**src/rtl/lsu_ctrl.sv**
```systemverilog
// Load/store unit controller: validates CPU requests, drives one RAM
// access cycle, extends load data and holds the response for the CPU.
module lsu_ctrl #(
  parameter int CNT_W  = 16,
  parameter int RAM_AW = 12
) (
  input  logic              clk,
  input  logic              clr,
  input  logic              req_valid,
  output logic              req_ready,
  input  logic              mem_rd,
  input  logic              mem_wr,
  input  logic [1:0]        size,
  input  logic              unsigned_ld,
  input  logic [31:0]       addr,
  input  logic [31:0]       wdata,
  output logic [RAM_AW-1:0] ram_addr,
  output logic [31:0]       ram_din,
  output logic [1:0]        ram_mode,
  output logic              ram_we,
  output logic              ram_sel,
  input  logic [31:0]       ram_dout,
  output logic              rsp_valid,
  input  logic              rsp_ready,
  output logic [31:0]       rdata,
  output logic              addr_err,
  output logic [CNT_W-1:0]  load_cnt,
  output logic [CNT_W-1:0]  store_cnt,
  output logic [CNT_W-1:0]  err_cnt
);

  typedef enum logic [1:0] {
    IDLE,
    ACCESS,
    RESP
  } state_e;

  state_e st_q, st_d;

  logic              rd_q, rd_d;
  logic              wr_q, wr_d;
  logic              uns_q, uns_d;
  logic [1:0]        size_q, size_d;
  logic [RAM_AW-1:0] addr_q, addr_d;
  logic [31:0]       wdata_q, wdata_d;
  logic [31:0]       rdata_q, rdata_d;
  logic              err_q, err_d;
  logic [CNT_W-1:0]  ld_cnt_q, ld_cnt_d;
  logic [CNT_W-1:0]  st_cnt_q, st_cnt_d;
  logic [CNT_W-1:0]  er_cnt_q, er_cnt_d;

  logic        req_err;
  logic        hi_nz;
  logic [31:0] ld_ext;

  function automatic logic [CNT_W-1:0] sat_inc(
    input logic [CNT_W-1:0] c
  );
    return (&c) ? c : c + {{(CNT_W-1){1'b0}}, 1'b1};
  endfunction

  assign hi_nz = (addr >> RAM_AW) != 32'd0;

  assign req_err = (mem_rd && mem_wr)
                || (size == 2'b11)
                || (size == 2'b01 && addr[0])
                || (size == 2'b10 && addr[1:0] != 2'b00)
                || hi_nz;

  always_comb begin
    ld_ext = ram_dout;
    unique case (size_q)
      2'b00: ld_ext = uns_q ? {24'b0, ram_dout[7:0]}
                            : {{24{ram_dout[7]}}, ram_dout[7:0]};
      2'b01: ld_ext = uns_q ? {16'b0, ram_dout[15:0]}
                            : {{16{ram_dout[15]}}, ram_dout[15:0]};
      default: ld_ext = ram_dout;
    endcase
  end

  always_comb begin
    st_d     = st_q;
    rd_d     = rd_q;
    wr_d     = wr_q;
    uns_d    = uns_q;
    size_d   = size_q;
    addr_d   = addr_q;
    wdata_d  = wdata_q;
    rdata_d  = rdata_q;
    err_d    = err_q;
    ld_cnt_d = ld_cnt_q;
    st_cnt_d = st_cnt_q;
    er_cnt_d = er_cnt_q;
    unique case (st_q)
      IDLE: begin
        // a request that neither loads nor stores is swallowed
        if (req_valid && (mem_rd || mem_wr)) begin
          rd_d    = mem_rd;
          wr_d    = mem_wr;
          uns_d   = unsigned_ld;
          size_d  = size;
          addr_d  = addr[RAM_AW-1:0];
          wdata_d = wdata;
          if (req_err) begin
            err_d   = 1'b1;
            rdata_d = 32'd0;
            st_d    = RESP;
          end else begin
            st_d    = ACCESS;
          end
        end
      end
      ACCESS: begin
        rdata_d = rd_q ? ld_ext : 32'd0;
        st_d    = RESP;
      end
      RESP: begin
        if (rsp_ready) begin
          st_d    = IDLE;
          rdata_d = 32'd0;
          err_d   = 1'b0;
          if (err_q)     er_cnt_d = sat_inc(er_cnt_q);
          else if (rd_q) ld_cnt_d = sat_inc(ld_cnt_q);
          else           st_cnt_d = sat_inc(st_cnt_q);
        end
      end
      default: st_d = IDLE;
    endcase
  end

  always_ff @(posedge clk) begin
    if (clr) begin
      st_q     <= IDLE;
      rd_q     <= 1'b0;
      wr_q     <= 1'b0;
      uns_q    <= 1'b0;
      size_q   <= 2'b00;
      addr_q   <= '0;
      wdata_q  <= 32'd0;
      rdata_q  <= 32'd0;
      err_q    <= 1'b0;
      ld_cnt_q <= '0;
      st_cnt_q <= '0;
      er_cnt_q <= '0;
    end else begin
      st_q     <= st_d;
      rd_q     <= rd_d;
      wr_q     <= wr_d;
      uns_q    <= uns_d;
      size_q   <= size_d;
      addr_q   <= addr_d;
      wdata_q  <= wdata_d;
      rdata_q  <= rdata_d;
      err_q    <= err_d;
      ld_cnt_q <= ld_cnt_d;
      st_cnt_q <= st_cnt_d;
      er_cnt_q <= er_cnt_d;
    end
  end

  assign req_ready = (st_q == IDLE);
  assign rsp_valid = (st_q == RESP);
  assign ram_sel   = (st_q == ACCESS);
  // clr must kill a write in flight without waiting for the edge
  assign ram_we    = (st_q == ACCESS) && wr_q && !clr;
  assign ram_addr  = addr_q;
  assign ram_mode  = size_q;
  assign ram_din   = wdata_q;
  assign rdata     = rdata_q;
  assign addr_err  = err_q;
  assign load_cnt  = ld_cnt_q;
  assign store_cnt = st_cnt_q;
  assign err_cnt   = er_cnt_q;

endmodule

```
**config.mk**
```make
export PLATFORM = sky130hd
export DESIGN_NAME = lsu_ctrl
export DESIGN_NICKNAME = d
export VERILOG_FILES = /design/src/rtl/lsu_ctrl.sv
export SDC_FILE = /design/constraint.sdc
export NUM_CORES = 1
export LEC_CHECK = 0
export CORE_ASPECT_RATIO = 0.9
export CORE_MARGIN = 4
export CORE_UTILIZATION = 30
export DETAILED_ROUTE_END_ITERATION = 7
export DONT_BUFFER_PORTS = 1
export PLACE_DENSITY = 0.47
export SLEW_MARGIN = 20
export SYNTH_ARGS = -nofsm -noshare
export SYNTH_HDL_FRONTEND = slang
export SYNTH_SLANG_ARGS = --single-unit
```
**constraint.sdc**
```tcl
create_clock -name clk -period 1.67 [get_ports clk]
set_clock_uncertainty 0.15 [all_clocks]
set_input_delay 0.167 -clock clk [delete_from_list [all_inputs] [get_ports clk]]
set_output_delay 0.167 -clock clk [all_outputs]
set_load 0.02 [all_outputs]
```
==> summary.md, run 1 <==
| Metric | Value |
|---|---|
| # diodes | 0 |
| Met2 usage in global routing | between 20% and 30% |
| Slew HR | a little under 70% |
| Crit end category | flop |
| Largest net degree at the start of global routing | 110 |
| Final period util | 112.2% |
| Total of max-cap violations | 0 |
| Initial core utilization | a little under a third |
| Final antenna-violating net count | 0 |
| CTS clk-pin slew, worst paths | about 0.060 ns |
| Root Buffer | clkbuf_16 |
| Io pins | about 240 |
| Syn_nets | 830 |
| Power Density | approximately 820 nW/um^2 |
| Syn Area/Cell | 8.268 um^2 |
| CP max stage delay | ~0.4 ns |
| CTS Buf Count | 17 |
| Leakage | between 3 and 4 nW |
| Actual slew at the worst max-slew pin | between 0.4 and 0.5 ns |
| Met3 Usage GRT | roughly 6.3% |
| PnR worst setup slack | -0.2030 ns |
| Final Wtd Congestion | 0.8264 |
| Hold path depth | 1 |
| Hold/Removal Path Class | in -> reg |
| Post-layout nets | slightly below 1,000 |
| Worst EP required | about 1.9 ns |
| Fmax | between 500 and 600 MHz |
| Min Clock Period, post-route | roughly 1.9 ns |
| Final setup vio count | 74 |
| RSZ-0062 raised after global routing | yes |
| Global-route usage over all layers | 18.06% |
| Synthesis-stage register bit count | around 130 |
| WHS Endpoint | ram_din[23]$_SDFFE_PP0P_ |
| Fin. max-slew vios | 0 |
| Vias per inst | 5.490 |
| Worst-path cell chain | buf_6 > and4b_2 > nand4_4 > buf_4 > or4_1 > a21oi_2 |
| Router iterations before antenna repair | 4 |
| CTS tree | done |
| GRT Residual Overflow | 0 |
| Iteration-0 DRC Markers | between 300 and 400 |
| DRC viols | 0 |
| R2R Path Start | st_q[0]$_SDFFE_PP0P_ |
| Syn-to-layout area delta | 63.63% |
| Fin. Hold Viols | 95 |
| Worst R2R Path Depth | 6 |
| WP data arrival | between 2 and 2.5 ns |
| GR peak layer | met2 |
| CP Class | reg -> reg |
| Most common flop cell mapped by yosys | dfxtp_1 |
| H-tree depth | 4 |
| Peak supply drop | around 0.00056 V |
| FFs w/ async S/R, synth | 0% |
| Core Region | about 19,000 um^2 |
| CP max-delay cell | or4_1 |
| Final wirelength | 22.90 mm |
| Status | finished, violations left |
| Reg2reg setup slack | -0.20 ns |
| Critical Path Start Type | flop |
| Hold WS | -0.3395 ns |
| Netlist cell types | 53 |
| Synth Warn # | 0 |
| Sequential area share after synthesis | around 44% |
| Mapped Cells | ~720 |
| Die height | 141.8 um |
| EDFF count, synth | 0 |
| First-pass GRT wire length | between 30 and 40 mm |
| Row cnt | 48 |
| Post-synth design cell area | about 6000 um^2 |
| Worst skew pair latency | 0.43 ns |
| Hold buffer count at cts | 45 |
| Hpwl dp | between 10 and 15 mm |
| Layout cell share with drive strength beyond 1 | about 48% |
| Die W | ~160 um |
| Via Count | between 6,000 and 7,000 |
| Vias in the first global route | around 6,300 |
| Antenna violations before repair | 0 |
| Final core utilization | 50.51% |
| Die area | 22,220 um^2 |
| Crit-path max FO | 4 |
| Hold path startpoint | clr |
| GR Layer Usage met1 | 21.81% |
| Failing checks | hold timing, setup timing |
| CTS max path bufs | 2 |
| Clock Sinks | 132 |
| Port Buffers | 0 |
| Reg-to-reg endpoint | err_cnt[10]$_SDFFE_PP0P_ |
| WL per Instance | ~20 um |
synth_stat cells (2+ instances only):
| library cell | count | area share, % |
|---|---|---|
| nor4_1 | 9 | 0.94 |
| nor2b_1 | 26 | 2.7 |
| mux2i_1 | 2 | 0.34 |
| or4_1 | 24 | 3.0 |
| a211oi_1 | 5 | 0.63 |
| dfxtp_1 | 132 | 44 |
| ha_1 | 3 | 0.63 |
| a31oi_1 | 9 | 0.94 |
| nand4_1 | 11 | 1.2 |
| o21ai_0 | 34 | 2.9 |
| o311ai_0 | 4 | 0.59 |
| and4_1 | 8 | 1.2 |
| clkbuf_1 | 32 | 2.0 |
| nand2_1 | 117 | 7.4 |
| buf_4 | 2 | 0.25 |
| or3_1 | 5 | 0.52 |
| buf_6 | 2 | 0.38 |
| a32oi_1 | 8 | 1.2 |
| buf_1 | 4 | 0.25 |
| o221ai_1 | 16 | 2.3 |
| mux2_2 | 9 | 1.7 |
| nor2_1 | 19 | 1.2 |
| o31ai_1 | 22 | 2.8 |
| inv_1 | 39 | 2.5 |
| o21bai_1 | 2 | 0.25 |
| nor3_1 | 3 | 0.25 |
| o41ai_1 | 5 | 0.73 |
| and2_1 | 2 | 0.21 |
| nand4_4 | 3 | 1.1 |
| a21oi_1 | 94 | 7.9 |
| and3_1 | 6 | 0.63 |
| buf_2 | 8 | 0.67 |
| nand3_1 | 37 | 3.1 |
worst max-delay path: cells and delay by family, from the launching register on:
| kind | cells | cell delay (ns) |
|---|---|---|
| AND/OR/NAND/NOR | 3 | 0.89 |
| flip-flops | 1 | 0.35 |
| buffers and inverters | 2 | 0.30 |
| AO/OA/AOI/OAI | 1 | 0.12 |
placed cells by master (no fill, tap or decap), types with 17 or more instances in the layout:
master         instances
dfxtp_2               33
dlygate4sd3_1         45
buf_4                103
o31ai_1               17
nand2_1               85
nor2b_1               25
nand2_2               26
a21oi_1               37
nand3_1               21
buf_6                 23
inv_1                 39
a21oi_2               55
clkbuf_16             27
dfxtp_1               83
power by group:
part / leakage [nW] / internal [W] / switching (W)
logic: 2.01 / 0.000366 / 0.000397
clock network: 0.307 / 0.00242 / 0.00148
registers: 1.10 / 0.00321 / 0.000139
total: 3.42 / 0.00599 / 0.00202
state kept, by name (all words and copies together), names as in the netlist:
| name | cells |
|---|---|
| ram_din | 32 |
| ram_addr | 12 |
| wr_q | 1 |
| err_cnt | 16 |
| rd_q | 1 |
| addr_err | 1 |
| rdata | 32 |
| st_q | 2 |
| uns_q | 1 |
| ram_mode | 2 |
| load_cnt | 16 |
| store_cnt | 16 |
logic make-up (layout without fill, tap and decap cells):
logic type	count (synthesis)	count (layout)	share of synthesized area, %
flip-flops	132	132	44.27
adder cells (fa/ha/maj)	3	3	0.6289
AND/OR/NAND/NOR	284	286	26.05
AO/OA/AOI/OAI	205	205	21.00
buffers and inverters	87	263	6.015
multiplexers	11	11	2.033
how the worst max path moves through the flow:
stage,start,endpoint,slack [ns],depth (start not counted)
after floorplan,st_q[0]$_SDFFE_PP0P_,addr_err$_SDFFE_PP0P_,-0.14,7
after global routing,st_q[0]$_SDFFE_PP0P_,store_cnt[14]$_SDFFE_PP0P_,-0.25,6
after global placement,st_q[0]$_SDFFE_PP0P_,load_cnt[13]$_SDFFE_PP0P_,-0.20,5
final,st_q[0]$_SDFFE_PP0P_,err_cnt[10]$_SDFFE_PP0P_,-0.20,6
after detailed placement,st_q[0]$_SDFFE_PP0P_,store_cnt[2]$_SDFFE_PP0P_,-0.21,6
after CTS,st_q[0]$_SDFFE_PP0P_,err_cnt[14]$_SDFFE_PP0P_,-0.18,5
per-layer routing:
layer,wire [um],vias to the layer above,share of wire (%)
met3,1588,27,6.9
li1,-,2972,-
met2,11390,209,50
met4,407,0,1.8
met5,0,-,0
met1,9512,3105,42
through the flow:
stage / instances / setup WS, ns / setup TNS (ns) / cell area (um^2) / total power, W
6_report: 1150 / -0.2030 / -6.084 / 9768 / 0.008008
2_1_floorplan: 722 / -0.1358 / -7.088 / 6213 / 0.003690
3_5_place_dp: 1043 / -0.2127 / -14.26 / 7258 / 0.003829
3_3_place_gp: 1043 / -0.1966 / -10.12 / 7258 / 0.003813
5_1_grt: 1150 / -0.2533 / -11.50 / 9768 / 0.008292
4_1_cts: 1129 / -0.1809 / -5.696 / 8635 / 0.007875
cell type report:
cell class / instances / area (um^2)
well taps: 250 / 312.8
clock inverters: 11 / 121.4
fillers: 1786 / 9570
clock buffers: 21 / 493.0
inverters: 39 / 146.4
multi-input cells: 505 / 4020
flip-flops and latches: 132 / 2744
repair buffers: 192 / 1931
timing repair:
item	4_1_cts	5_1_grt
endpoints found under the hold margin	132	95
endpoints found under the setup margin	130	124
resized for setup	63	187
setup buffers	6	11
pin swaps	32	35
cloned	3	13
Power figures use the tool's default switching activity.
==> inputs of run 2 (changes only) <==
--- a/config.mk
+++ b/config.mk
@@ -8,6 +8,7 @@
 export CORE_ASPECT_RATIO = 0.9
 export CORE_MARGIN = 4
 export CORE_UTILIZATION = 30
+export CTS_BUF_LIST = sky130_fd_sc_hd__clkbuf_8
 export DETAILED_ROUTE_END_ITERATION = 7
 export DONT_BUFFER_PORTS = 1
 export PLACE_DENSITY = 0.47
==> run 2 against run 1 <==
The flow still finishes with violations (hold timing, setup timing). Sequential cell count did not move. Non-clock buffer count rose by 14. Hold slack got worse by 0.030 ns. Critical path type unchanged.
==> summary.md, run 2 (same netlist as run 1, synthesis figures left out) <==
| Metric | Value |
|---|---|
| Reg-to-reg endpoint | err_cnt[7]$_SDFFE_PP0P_ |
| Setup TNS | -7.169 ns |
| Worst skew pair latency | between 0.4 and 0.5 ns |
| CP Class | reg -> reg |
| CTS tree | done |
| Post-layout nets | a little over 1,000 |
| Final Wtd Congestion | approximately 0.83 |
| Initial core utilization | 30.87% |
| Fmax | just over 500 MHz |
| Actual slew at the worst max-slew pin | between 0.4 and 0.5 ns |
| WP data arrival | ~2.2 ns |
| CP max stage delay | between 0.5 and 0.6 ns |
| Finished Layout Cells | between 1,000 and 1,500 |
| Crit end category | flop |
| Hold path depth | 1 |
| RSZ-0062 raised after global routing | yes |
| Slew HR | around two thirds |
| CTS max path bufs | 2 |
| H-tree depth | 4 |
| Crit-path max FO | 5 |
| Most common cell after layout, fill and taps aside | buf_4 |
| Die height | between 100 and 150 um |
| Worst R2R Path Depth | 6 |
| Fin. max-slew vios | 0 |
| Iteration-0 DRC Markers | between 300 and 400 |
| Router iterations before antenna repair | 4 |
| Failing checks | hold timing, setup timing |
| Vias per inst | 5.412 |
| Commonest cells after routing, fill and taps aside | 117 x buf_4, 104 x nand2_1, 83 x dfxtp_1 |
| Final Power | between 0.007 and 0.008 W |
| Final period util | 115.6% |
| Status | finished, violations left |
| Final wirelength | roughly 22 mm |
| Min Clock Period, post-route | around 1.9 ns |
| Worst EP required | about 1.9 ns |
| WL per Instance | 19.28 um |
| Leakage | between 3 and 4 nW |
| Worst path most repeated cell | buf_6 |
| Clk pwr share | 42.9% |
| Core Region | between 15,000 and 20,000 um^2 |
| Hold buffer count at cts | 46 |
| Power Density | between 700 and 800 nW/um^2 |
| GRT Residual Overflow | 0 |
| Antenna violations before repair | 0 |
| Peak supply drop | 0.0004013 V |
| Die area | about 22,000 um^2 |
| Hold WS | -0.3694 ns |
| CP endpoint | err_cnt[7]$_SDFFE_PP0P_ |
| Internal | 0.005192 W |
| Reg2reg setup slack | -0.26 ns |
| DRC viols | 0 |
| Row cnt | 48 |
| CTS Buf Count | 17 |
| Layout cell share with drive strength beyond 1 | 44.53% |
| Switching Power | ~0.0019 W |
| Clock Sinks | around 130 |
| Hold/Removal Path Class | in -> reg |
| Footprint of the multi-input gates | slightly below 4000 um^2 |
| Final setup vio count | just over 70 |
| CTS clk-pin slew, worst paths | 0.08 ns |
| Port Buffers | 0 |
| Fin. Hold Viols | between 90 and 100 |
| Via Count | between 6,000 and 7,000 |
| FF/Latch Area | around 2700 um^2 |
| Hpwl dp | around 14 mm |
| # diodes | 0 |
| Reg power frac | a little under half |
| Die W | 156.7 um |
| Placed cells | 1,043 |
| First-pass GRT wire length | 32.48 mm |
| Io pins | 236 |
| Syn-to-layout area delta | 59.51% |
| R2R Path Start | st_q[0]$_SDFFE_PP0P_ |
| Gate power share | around 10% |
| PnR worst setup slack | -0.2606 ns |
| CP max-delay cell | or4_4 |
| Largest net degree at the start of global routing | 110 |
| Worst-path cell chain | buf_6 > and4b_4 > buf_6 > nand2_8 > or4_4 > a21oi_2 |
| Root Buffer | clkbuf_8 |
| Vias in the first global route | 6,344 |
| CP Launch Point | st_q[0]$_SDFFE_PP0P_ |
| Final antenna-violating net count | 0 |
| Global-route usage over all layers | a little under a fifth |
| Switching Fraction | between 20% and 30% |
| Total of max-cap violations | 0 |
| Critical Path Start Type | flop |
| Fillers | ~1,800 |
==> run 2: cell type report <==
cell class	instances	area share [%]
Tap cell	250	3.285
Clock inverter	14	1.945
Clock buffer	18	2.602
Inverter	39	1.537
Sequential cell	132	28.84
Timing Repair Buffer	206	20.81
Multi-Input combinational cell	505	40.97
==> run 2: worst min path at each step <==
| stage | from | endpoint | slack [ns] |
|---|---|---|---|
| final | clr | ram_din[23]$_SDFFE_PP0P_ | -0.37 |
| after global routing | clr | ram_addr[5]$_SDFFE_PP0P_ | -0.40 |
| after CTS | clr | store_cnt[2]$_SDFFE_PP0P_ | -0.41 |
| after detailed placement | clr | store_cnt[4]$_SDFFE_PP0P_ | 0.09 |
| after global placement | clr | store_cnt[1]$_SDFFE_PP0P_ | 0.09 |
| after floorplan | ram_dout[0] | rdata[0]$_SDFFE_PP0P_ | 0.14 |
==> run 2: power by group through the flow <==
stage	sequential [W]	clock [W]	combinational [W]
after floorplan	0.00341	0	0.000285
after global placement	0.00341	0	0.000401
after detailed placement	0.00341	0	0.000416
after CTS	0.00334	0.00310	0.000565
after global routing	0.00335	0.00324	0.000751
final	0.00334	0.00302	0.000691
==> run 2: what timing repair did <==
item / 4_1_cts / 5_1_grt
cloned: 4 / 9
endpoints found under the hold margin: 132 / 119
resized for setup: 62 / 160
buffers inserted: 13 / 21
endpoints found under the setup margin: 132 / 129
pin swaps: 31 / 46
==> run 2: critical path, delay by kind of cell, from the launching register on <==
family	cells	cell delay, ns
AND/OR/NAND/NOR	3	1.00
flip-flops	1	0.35
buffers and inverters	2	0.24
AO/OA/AOI/OAI	1	0.13
==> run 2: stage by stage <==
step	worst slack, ns	cell area [um^2]	hold WS, ns	util [%]
floorplan	-0.1358	6213	0.1362	-
global placement	-0.1966	7258	0.09297	37.53
detailed placement	-0.2127	7258	0.09252	37.53
CTS	-0.1823	8568	-0.4059	44.31
global route	-0.2913	9522	-0.4018	49.24
finish	-0.2606	9522	-0.3694	49.24
==> run 2: layer usage <==
metal | global-route usage (%) | part of all wire (%) | up-vias
li1 | - | - | 3002
met3 | 6.008 | 7.0 | 35
met2 | 30.04 | 49 | 189
met5 | 0 | 0 | -
met4 | 7.215 | 2.3 | 0
met1 | 21.80 | 41 | 3074
